===== src/rtl/core_run_monitor.sv =====
// core_run_monitor: run-control and halt/timeout monitor for the pipelined core.
// The monitor samples fetch and execute stage signals every clock while it runs.
// It counts active cycles and retired (non-NOP) instructions.
// The run ends, with sticky status, on either of these:
//   - HALT: a stuck fetch PC, or the self-loop halt instruction reaching EX.
//   - TIMEOUT: MAX_CYCLES active cycles have elapsed.
module core_run_monitor #(
  parameter int                    DATA_WIDTH  = 32,
  parameter int                    CNT_WIDTH   = 16,
  parameter int                    MAX_CYCLES  = 100,
  parameter int                    HALT_REPEAT = 4,
  parameter logic [DATA_WIDTH-1:0] HALT_INSTR  = 32'h1000FFFF,
  parameter logic [DATA_WIDTH-1:0] NOP_INSTR   = 32'h00000000
) (
  input  logic                  clk,
  input  logic                  rst,
  input  logic                  run_en,
  input  logic [DATA_WIDTH-1:0] pc_IF,
  input  logic [DATA_WIDTH-1:0] instr_ID,
  input  logic [DATA_WIDTH-1:0] instr_EX,
  output logic [1:0]            state,
  output logic [CNT_WIDTH-1:0]  cycle_count,
  output logic [CNT_WIDTH-1:0]  instr_count,
  output logic                  done,
  output logic                  halted,
  output logic                  timeout,
  output logic [DATA_WIDTH-1:0] last_pc
);

  // Repeat counter must be able to hold HALT_REPEAT itself (it saturates there)
  localparam int REP_W = (HALT_REPEAT < 1) ? 1 : $clog2(HALT_REPEAT + 1);

  localparam logic [REP_W-1:0]     REP_LIMIT = REP_W'(HALT_REPEAT);
  localparam logic [CNT_WIDTH-1:0] TO_LAST   = CNT_WIDTH'(MAX_CYCLES - 1);
  localparam logic [CNT_WIDTH-1:0] CNT_ONE   = CNT_WIDTH'(1);
  localparam logic [REP_W-1:0]     REP_ONE   = REP_W'(1);

  typedef enum logic [1:0] {
    ST_IDLE    = 2'b00,
    ST_RUN     = 2'b01,
    ST_HALT    = 2'b10,
    ST_TIMEOUT = 2'b11
  } state_t;

  state_t                 state_q;
  logic [DATA_WIDTH-1:0]  pc_prev;
  logic                   pc_prev_valid;
  logic [REP_W-1:0]       rep_cnt;

  logic [REP_W-1:0]       rep_next;
  logic [CNT_WIDTH-1:0]   cycle_next;
  logic [CNT_WIDTH-1:0]   instr_next;
  logic                   halt_hit;
  logic                   to_hit;

  // The decode-stage instruction is exported for trace only; fold it away here
  logic unused_trace;
  assign unused_trace = ^instr_ID;

  // Next-value and terminating-condition logic for one active RUN cycle
  always_comb begin
    rep_next   = '0;
    cycle_next = cycle_count;
    instr_next = instr_count;

    if (cycle_count != '1) begin
      cycle_next = cycle_count + CNT_ONE;
    end

    if ((instr_EX != NOP_INSTR) && (instr_count != '1)) begin
      instr_next = instr_count + CNT_ONE;
    end

    if (pc_prev_valid && (pc_IF == pc_prev)) begin
      rep_next = (rep_cnt == REP_LIMIT) ? rep_cnt : rep_cnt + REP_ONE;
    end

    halt_hit = (instr_EX == HALT_INSTR) || (rep_next == REP_LIMIT);
    to_hit   = (cycle_count == TO_LAST);
  end

  // Run-control FSM together with its counters, repeat tracking and captured PC
  always_ff @(posedge clk or posedge rst) begin
    if (rst) begin
      state_q       <= ST_IDLE;
      cycle_count   <= '0;
      instr_count   <= '0;
      rep_cnt       <= '0;
      pc_prev       <= '0;
      pc_prev_valid <= 1'b0;
      last_pc       <= '0;
    end else begin
      case (state_q)
        ST_IDLE: begin
          if (run_en) begin
            state_q <= ST_RUN;
          end
        end
        ST_RUN: begin
          if (run_en) begin
            cycle_count   <= cycle_next;
            instr_count   <= instr_next;
            rep_cnt       <= rep_next;
            pc_prev       <= pc_IF;
            pc_prev_valid <= 1'b1;
            if (halt_hit) begin
              state_q <= ST_HALT;
              last_pc <= pc_IF;
            end else if (to_hit) begin
              state_q <= ST_TIMEOUT;
              last_pc <= pc_IF;
            end
          end
        end
        default: begin
        end
      endcase
    end
  end

  assign state   = state_q;
  assign done    = (state_q == ST_HALT) || (state_q == ST_TIMEOUT);
  assign halted  = (state_q == ST_HALT);
  assign timeout = (state_q == ST_TIMEOUT);

endmodule


===== config.mk =====
export PLATFORM = sky130hd
export DESIGN_NAME = core_run_monitor
export DESIGN_NICKNAME = d
export VERILOG_FILES = /design/src/rtl/core_run_monitor.sv
export SDC_FILE = /design/constraint.sdc
export NUM_CORES = 1
export LEC_CHECK = 0
export BUFFER_PORTS_ARGS = -buffer_cell sky130_fd_sc_hd__buf_2
export CORE_UTILIZATION = 35
export CTS_BUF_LIST = sky130_fd_sc_hd__clkbuf_2
export CTS_CLUSTER_DIAMETER = 30
export DETAILED_ROUTE_END_ITERATION = 8
export MAX_ROUTING_LAYER = met4
export SYNTH_ARGS = -nofsm -noshare
export SYNTH_HDL_FRONTEND = slang
export SYNTH_SLANG_ARGS = --single-unit

===== constraint.sdc =====
create_clock -name clk -period 2.7 [get_ports clk]
set_clock_uncertainty 0.1 [all_clocks]
set_input_delay 0.135 -clock clk [delete_from_list [all_inputs] [get_ports clk]]
set_output_delay 0.135 -clock clk [all_outputs]
set_load 0.01 [all_outputs]

==> flow_summary.json <==
{
  "drc_errors": 0,
  "place.gp.congestion": 0.795,
  "cts-root-buf": "clkbuf_2",
  "fill_cells": 1265,
  "min_path_type": "input port to asynchronous set/reset pin",
  "rsz0062_at_grt": "false",
  "reg2reg_to": "state[0]$_DFFE_PP0P_",
  "grt_max_degree": 103,
  "core_area_sq_mm": 0.0133,
  "path_clk_slew_ns": 0.28,
  "busiest_layer": "met2",
  "pin_count": 168,
  "clock_sinks": 102,
  "synth_compound_area_share_pct": 2.12,
  "p_leak_nw": 3.28,
  "avgRoutedWirePerCell_um": 14.4,
  "crit_arrival_ns": 2.96,
  "initial_utilization_pct": 36.0,
  "die_h_um": 119,
  "clk_latency_ns": 0.60,
  "met2_usage_pct": 27.9,
  "grt_pass1_wl_um": 18800,
  "ys_seq_area_share_pct": 53.4,
  "synth_seq_cells": 102,
  "cts_max_level": 3,
  "first_pass_iters": 4,
  "port_buffers": 135,
  "synth_fp_nets": 563,
  "grt_antenna_before_repair": 0,
  "crit_path_max_fanout": 2,
  "syn_inst": 460,
  "max_cap_viol_count": 0,
  "clock.fmax_mhz": 395,
  "syn2layout_area_growth_pct": 30.6,
  "num_antenna_cells": 0,
  "final_common_cell": "buf_2",
  "dr_total_vias": 3933,
  "setup_viol": 0,
  "start_kind": "flip-flop",
  "r2r_cells": 8,
  "ir_worst_vdd_mv": 0.286,
  "r2r_slack_ns": 0.17,
  "drt_iter0_markers": 145,
  "num_rows": 42,
  "hpwl_um": 7810,
  "drt-total-wl_um": 11800,
  "final_cell_mix": "buf_2, nand2_1, dfrtp_1",
  "cts_buffer_depth": 2,
  "tns_ns": 0,
  "regArea_sq_mm": 0.00255,
  "synthSimpleGateAreaFrac_pct": 22.4,
  "synth_top_family_by_area": "simple AND/OR/NAND/NOR gates",
  "critPathKind": "flip-flop to flip-flop",
  "period_needed_ns": 2.53,
  "synthAdderAreaFrac_pct": 1.05,
  "yosys_warnings": 0,
  "syn-cell-area_sq_mm": 0.00478,
  "final_antenna_net_count": 0,
  "cts_tree": "yes",
  "use_met3_pct": 2.87,
  "dieArea_sq_mm": 0.0141,
  "final_hold_viol_count": 0,
  "synth_cell_type_count": 37,
  "tightest_slew_ns": 0.646,
  "die_w_um": 119,
  "syn_area_per_cell_sq_um": 10.4,
  "synth_xor_area_share_pct": 10.8,
  "cp-end-kind": "flip-flop",
  "track_usage_pct": 17.3,
  "grt-ovfl-total": 0,
  "holdWs_ns": 0.0915,
  "relSlewSlack_pct": 56.6,
  "grtUsageMet1_pct": 21.8,
  "fin_crit_sh_pct": 93.8,
  "power_density_mw_per_mm2": 528,
  "synth.area.mux_share_pct": 8.21,
  "r2r_start": "pc_prev[11]$_DFFE_PP0P_",
  "grt_pass1_vias": 3874,
  "numCtsBuffers": 9,
  "drive_gt1_share_pct": 32.2,
  "multiInputGateArea_sq_mm": 0.00217,
  "slew_viol_final": 0,
  "vias_per_cell": 4.81,
  "status": "completed",
  "worst_ep_required_time_ns": 3.13,
  "nNetsFinal": 740
}
registers in the layout, summed over array words and instances (netlist names):
register,flops
cycle_count,16
instr_count,16
last_pc,32
pc_prev,32
pc_prev_valid,1
rep_cnt,3
state,2
synthesized netlist by cell type:
master	count	area [sq um]
o21ai_0	3	15.0
o22ai_1	1	6.26
and4_1	5	43.8
nor2b_1	2	12.5
or3_1	3	18.8
nor3b_1	2	15.0
a21oi_1	6	30.0
or2_2	3	18.8
a211oi_1	1	7.51
xor2_1	28	245
mux2_2	34	383
clkbuf_1	8	30.0
buf_6	3	33.8
buf_1	2	7.51
nand2_1	115	432
and4b_1	1	10.0
and3b_1	1	8.76
nor4b_1	1	8.76
nor3_1	12	60.1
and4_2	1	10.0
nor4_1	9	56.3
o311ai_4	1	26.3
and2_1	2	12.5
nor2_1	20	75.1
inv_1	6	22.5
nand4_1	22	138
ha_1	4	50.1
mux2i_1	1	10.0
a211o_1	1	8.76
dfrtp_1	102	2550
nand3_1	17	85.1
o31ai_1	1	7.51
nand2b_1	1	6.26
or4_1	3	22.5
buf_2	1	5.00
and3_1	6	37.5
xnor2_1	31	272
cells by family after synthesis:
kind of cell    Yosys count
compound gates           14
simple gates            226
xor+xnor                 59
mux                      35
buf+inv                  20
fa+ha+maj                 4
flops                   102
power by group:
group / switching [mW] / total, mW / leakage, nW / internal (mW)
clock: 0.521 / 0.747 / 0.0767 / 0.226
sequential: 0.181 / 1.87 / 1.33 / 1.68
combinational: 0.358 / 0.686 / 1.87 / 0.328
routing by layer:
metal | share of wire [%] | wire, um
met2 | 48 | 5620
met3 | 4.1 | 481
met5 | 0 | 0
met4 | 1.6 | 193
met1 | 47 | 5470
worst max-delay path: stages (launching register included):
cell           delay, ns
dfrtp_1             0.45
xnor2_1             0.25
nand4_1             0.15
nor4_2              0.30
nand4_1             0.20
buf_4               0.19
o31ai_2             0.24
nor2_1              0.06
dlygate4sd3_1       0.55
stage by stage:
step                instances  utilization (%)  cell area, sq um  setup WS, ns  power (mW)
finish                    818             47.0              6240         0.167        3.30
global route              818             47.0              6240        0.0305        3.51
CTS                       814             46.2              6140        0.0819        3.34
detailed placement        763             42.7              5680         0.144        2.54
global placement          763             42.7              5680         0.171        2.52
floorplan                 460                -              4790         0.431        2.25
area by class of cell:
cell class	instances	area share [%]
sequential	102	40.9
clock inverter	5	0.922
tap	176	3.53
clock buffer	11	0.882
inverter	6	0.421
timing repair buffer	180	18.6
multi-input combinational	338	34.8
what timing repair did:
item                       in CTS  in global routing
setup endpoints to repair       0                 33
hold buffers                   35                  0
gates resized for setup         0                  9
hold endpoints to repair      171                  0
setup buffers                   0                  2
how the worst max path moves through the flow:
stage / from / endpoint / slack (ns) / depth (start not counted)
6_report: pc_prev[11]$_DFFE_PP0P_ / state[0]$_DFFE_PP0P_ / 0.17 / 8
5_1_grt: pc_prev[19]$_DFFE_PP0P_ / state[0]$_DFFE_PP0P_ / 0.03 / 8
4_1_cts: pc_prev[3]$_DFFE_PP0P_ / last_pc[12]$_DFFE_PP0P_ / 0.08 / 7
3_5_place_dp: pc_prev[3]$_DFFE_PP0P_ / last_pc[19]$_DFFE_PP0P_ / 0.14 / 7
3_3_place_gp: pc_prev[3]$_DFFE_PP0P_ / last_pc[17]$_DFFE_PP0P_ / 0.17 / 7
2_1_floorplan: pc_prev[5]$_DFFE_PP0P_ / last_pc[10]$_DFFE_PP0P_ / 0.43 / 7
No activity file was read; power rests on OpenSTA's default activity.
